--- src/rtl/data_mem_arbiter.sv ---
// Two-requester arbiter (core datapath, loader/debug) onto a single data memory port.
// Build option: define DATA_MEM_ARB_RR_EN for round-robin arbitration; otherwise the core has fixed priority.
module data_mem_arbiter #(
  parameter int ADDR_W  = 64,
  parameter int DATA_W  = 64,
  parameter int MEM_LAT = 1
) (
  input  logic              CLK,
  input  logic              RST,
  input  logic              c_req,
  input  logic              c_we,
  input  logic [ADDR_W-1:0] c_addr,
  input  logic [DATA_W-1:0] c_wdata,
  output logic              c_gnt,
  output logic              c_done,
  input  logic              l_req,
  input  logic              l_we,
  input  logic [ADDR_W-1:0] l_addr,
  input  logic [DATA_W-1:0] l_wdata,
  output logic              l_gnt,
  output logic              l_done,
  output logic [DATA_W-1:0] rdata,
  output logic [ADDR_W-1:0] mem_addr,
  output logic [DATA_W-1:0] mem_wdata,
  output logic              mem_wr,
  input  logic [DATA_W-1:0] mem_rdata,
  output logic              busy
);

  typedef enum logic [1:0] {IDLE, ACCESS, RESP} state_t;

  localparam logic [3:0] LAT_LAST = 4'(MEM_LAT - 1);

  state_t            state;
  logic [3:0]        cnt;
  logic              win;     // 0 = core, 1 = loader
  logic              lat_we;

  logic              pick_l;
  logic              pick_we;
  logic [ADDR_W-1:0] pick_addr;
  logic [DATA_W-1:0] pick_wdata;

`ifdef DATA_MEM_ARB_RR_EN
  logic last_win;  // 0 = core, 1 = loader
  // On a tie the loader wins only when the core was served last.
  assign pick_l = l_req & (~c_req | ~last_win);
`else
  assign pick_l = l_req & ~c_req;
`endif

  assign pick_we    = pick_l ? l_we    : c_we;
  assign pick_addr  = pick_l ? l_addr  : c_addr;
  assign pick_wdata = pick_l ? l_wdata : c_wdata;

  // mem_addr/mem_wdata double as the latched address/data of the winner, so they
  // stay stable for the whole ACCESS phase without a separate copy.
  // NOTE: all state below uses non-blocking assignments so every register samples
  // the pre-edge values; blocking here would create order-dependent simulation.
  always_ff @(posedge CLK or posedge RST) begin
    if (RST) begin
      state     <= IDLE;
      cnt       <= '0;
      win       <= 1'b0;
      lat_we    <= 1'b0;
      c_gnt     <= 1'b0;
      c_done    <= 1'b0;
      l_gnt     <= 1'b0;
      l_done    <= 1'b0;
      mem_wr    <= 1'b0;
      busy      <= 1'b0;
      rdata     <= '0;
      mem_addr  <= '0;
      mem_wdata <= '0;
`ifdef DATA_MEM_ARB_RR_EN
      last_win  <= 1'b1;
`endif
    end else begin
      c_gnt  <= 1'b0;
      l_gnt  <= 1'b0;
      c_done <= 1'b0;
      l_done <= 1'b0;
      mem_wr <= 1'b0;
      case (state)
        IDLE: begin
          if (c_req || l_req) begin
            win       <= pick_l;
            lat_we    <= pick_we;
            mem_addr  <= pick_addr;
            mem_wdata <= pick_wdata;
            mem_wr    <= pick_we;
            c_gnt     <= ~pick_l;
            l_gnt     <= pick_l;
            cnt       <= LAT_LAST;
            busy      <= 1'b1;
            state     <= ACCESS;
`ifdef DATA_MEM_ARB_RR_EN
            last_win  <= pick_l;
`endif
          end
        end
        ACCESS: begin
          if (cnt == '0) begin
            if (!lat_we) rdata <= mem_rdata;
            c_done <= ~win;
            l_done <= win;
            state  <= RESP;
          end else begin
            cnt <= cnt - 4'd1;
          end
        end
        RESP: begin
          busy  <= 1'b0;
          state <= IDLE;
        end
        default: state <= IDLE;
      endcase
    end
  end

endmodule

--- config.mk ---
export PLATFORM = sky130hd
export DESIGN_NAME = data_mem_arbiter
export DESIGN_NICKNAME = d
export VERILOG_FILES = /design/src/rtl/data_mem_arbiter.sv
export SDC_FILE = /design/constraint.sdc
export NUM_CORES = 1
export LEC_CHECK = 0
export BUFFER_PORTS_ARGS = -buffer_cell sky130_fd_sc_hd__clkbuf_2
export CAP_MARGIN = 20
export CORE_AREA = 2 2 201 203
export DETAILED_ROUTE_END_ITERATION = 7
export DIE_AREA = 0 0 203 205
export GPL_ROUTABILITY_DRIVEN = 0
export GPL_TIMING_DRIVEN = 0
export HOLD_SLACK_MARGIN = 0.12
export PLACE_DENSITY = 0.47
export RECOVER_POWER = 25
export SETUP_SLACK_MARGIN = 0.5
export SYNTH_ARGS = -nofsm -noshare
export SYNTH_HDL_FRONTEND = slang
export SYNTH_SLANG_ARGS = --single-unit
--- constraint.sdc ---
create_clock -name CLK -period 12.06 [get_ports CLK]
set_clock_uncertainty 0.2 [all_clocks]
set_input_delay 1.206 -clock CLK [delete_from_list [all_inputs] [get_ports CLK]]
set_output_delay 1.206 -clock CLK [all_outputs]
set_load 0.01 [all_outputs]
==> flow_summary.yaml <==
synth:
  syn_inst: 760
  synthSimpleGateAreaFrac: 0.01308
  synth-adder-area-share: 0.001348
  synth-seq-area-share: 0.5556
  synth_top_area_share: 0.5556
  synth-compound-area-share: 0.1443
  syn_avg_cell_area_um2: 12.21
  synth_mux_area_frac: 0.2443
  yosys.area_share.xor_xnor: 0
  synth_nets: 1087
  synth_top_family_by_area: "multiplexers"
  synth_top_area_cell: "dfrtp_1"
  synth.cell_area_mm2: 0.009279
  ys_top_cells_by_area: "dfrtp_1 (56%), mux2i_1 (14%), o21ai_0 (14%)"
  ys_warn_count: 0
  ys_types: 25
  ys_ff_latch: 206
power:
  leakagePower_nw: 7.271
  pwr_density_cell_mw_per_mm2: 252.5
  ir_drop_uv: 88.71
  power_w: 0.003387
timing:
  fin_crit_sh: 0.3186
  fmax_mhz: 260.2
  max_slew_margin: -1.644
  rsz0062_at_grt: "false"
  tightest_slew_ps: 3944
  hold_viol: 0
  hold_ws_ps: 266.7
  setup_tns_ps: 0
  min_period_ps: 3842
  final-max-slew-violation-count: 86
  setup_viol: 0
cells_and_area:
  antenna_cells: 0
  final_util: 0.3408
  drive_gt1_frac: 0.4864
  final_nets: 1639
  final_area_mm2: 0.01342
  area_growth_pct: 44.61
  nFillCells: 4055
critical_path:
  required_ps: 11800
  r2r_start: "cnt[0]$_DFFE_PP0P_"
  cp.arrival_ps: 3590
  rrSetupSlack_ps: 9290
  worstSetupPathType: "input pin to asynchronous set/reset pin"
  rr_endpoint: "rdata[47]$_DFFE_PP0P_"
  crit_path_max_incr_delay_ps: 2160
  crit_path_max_fanout: 86
  reg2reg_depth: 7
  crit_buf_inv: 2
  cpMaxStageDelayCell: "clkinvlp_2"
  path_cells: "clkbuf_1 -> clkinvlp_2"
  startpoint_type: "input pin"
  endpoint_kind: "asynchronous set/reset pin"
  critical-path-top-delay-family: "buffers and inverters"
  crit_cells: 2
clock_tree:
  clkSinkCount: 206
  clockBufferDepth: 3
  cts_buffers: 25
  ctsResizeCount: 0
  post-cts-setup-buffers: 0
  clk_pin_slew_ps: 60
  cts_tree: "built"
  clock_latency_ps: 520
  cts_root_buf: "clkbuf_16"
  cts_htree_levels: 1
  cts_hold_buf: 0
global_routing:
  grt_max_degree: 122
  grt_overflow: 0
  grt_pass1_vias: 8297
  grt_pass1_wl_mm: 49.81
  antenna_found_initial: 0
  grt_use_total: 0.1550
routing:
  drt_iter0_drc: 283
  vias_per_cell: 4.389
  wire_per_inst_um: 18.20
  routed_wl_mm: 33.73
  antenna_left: 0
  vias: 8133
  drc: 0
  first_pass_iters: 4
die:
  io_pins: 524
  fp-row-count: 73
  die_y_um: 205
  coreArea_mm2: 0.03937
  die_width_um: 203
  initial_core_util: 0.2357
  dieArea_mm2: 0.04162
job:
  cap_violations: 1
placement:
  io_buffers: 523
  post_dp_cell_area_mm2: 0.01260
  hpwl_mm: 26.18
status:
  violations: "max-capacitance violations, max-slew violations"
  status: "finished, violations left"
hold_path:
  hold_path.class: "register to register"
  holdPathEnd: "c_done$_DFF_PP0_"
  min_path_cells: 1
  hp-start: "win$_DFFE_PP0P_"
-- metrics by stage --
step | instances | setup slack [ps]
6_report | 1853 | 8218
5_1_grt | 1853 | 7565
4_1_cts | 1853 | 8843
3_5_place_dp | 1810 | 8259
3_3_place_gp | 1808 | 2198
2_1_floorplan | 760 | 5030
-- where the power goes --
part           total, W  switching [W]  internal [W]
Sequential      0.00121       0.000180       0.00103
Combinational   0.00141       0.000767      0.000639
Clock          0.000770       0.000297      0.000473
-- sequential cells by signal, summed over array words and instances (netlist names) --
| name | cells |
|---|---|
| l_gnt | 1 |
| mem_wr | 1 |
| l_done | 1 |
| mem_wdata | 64 |
| rdata | 64 |
| state | 2 |
| c_gnt | 1 |
| cnt | 4 |
| win | 1 |
| lat_we | 1 |
| busy | 1 |
| mem_addr | 64 |
| c_done | 1 |
-- Yosys cell counts --
| cell type | number |
|---|---|
| inv_1 | 5 |
| nand2b_1 | 3 |
| buf_2 | 13 |
| a21boi_0 | 1 |
| nand2_1 | 2 |
| nor2_1 | 5 |
| dfrtp_1 | 206 |
| mux2_2 | 4 |
| or4_4 | 1 |
| a21oi_1 | 1 |
| nand4b_1 | 1 |
| or2_1 | 1 |
| and2_1 | 2 |
| o21ai_1 | 6 |
| buf_12 | 6 |
| nor3_1 | 1 |
| nand2b_4 | 1 |
| nor2b_1 | 1 |
| ha_1 | 1 |
| mux2i_1 | 132 |
| nor4_1 | 2 |
| mux2_4 | 60 |
| o21ai_0 | 259 |
| clkbuf_1 | 45 |
| buf_6 | 1 |
-- kinds of logic after synthesis --
group / count (synthesis)
buf+inv: 70
flops: 206
mux: 196
fa+ha+maj: 1
simple gates: 20
compound gates: 267
-- final cells by class --
type	instances	area [um^2]	share of cell area
sequential	206	5155	0.3842
multi-input combinational	484	3736	0.2784
timing repair buffer	525	2658	0.1981
clock buffer	35	713.2	0.05315
tap	525	656.9	0.04896
buffer	65	357.8	0.02667
clock inverter	8	121.4	0.009045
inverter	5	20.02	0.001492
-- cell usage in the layout (no fill, tap or decap) --
cell,count
a21boi_0,1
a21oi_1,1
and2_0,2
buf_12,6
buf_16,1
buf_2,13
buf_8,1
bufinv_16,3
clkbuf_1,53
clkbuf_16,25
clkbuf_2,521
clkbuf_8,5
clkinv_2,3
clkinv_4,1
clkinvlp_2,1
clkinvlp_4,1
dfrtp_1,206
ha_1,1
inv_1,4
mux2_2,4
mux2_4,60
mux2i_1,132
nand2_1,2
nand2b_1,3
nand2b_4,1
nand4b_1,1
nor2_1,5
nor2b_1,1
nor3_1,1
nor4_1,2
o21ai_0,259
o21ai_1,6
or2_1,1
or4_1,1
-- routing by layer --
metal / share of wire / vias to the layer above / GRT usage / wire length (um)
met2: 0.50 / 354 / 0.2763 / 16850
met5: 0 / - / 0 / 0
met3: 0.080 / 36 / 0.03913 / 2704
li1: - / 3833 / - / -
met1: 0.40 / 3910 / 0.1881 / 13640
met4: 0.016 / 0 / 0.03415 / 530
-- worst max-delay path by stage --
stage | from | to | slack, ps
3_5_place_dp | c_req | mem_addr[18]$_DFFE_PP0P_ | 8260
5_1_grt | RST | mem_wdata[11]$_DFFE_PP0P_ | 7570
2_1_floorplan | RST | busy$_DFFE_PP0P_ | 5030
3_3_place_gp | RST | mem_addr[41]$_DFFE_PP0P_ | 2200
6_report | RST | mem_wdata[11]$_DFFE_PP0P_ | 8220
4_1_cts | c_req | mem_addr[18]$_DFFE_PP0P_ | 8840
Power figures use the tool's default switching activity.
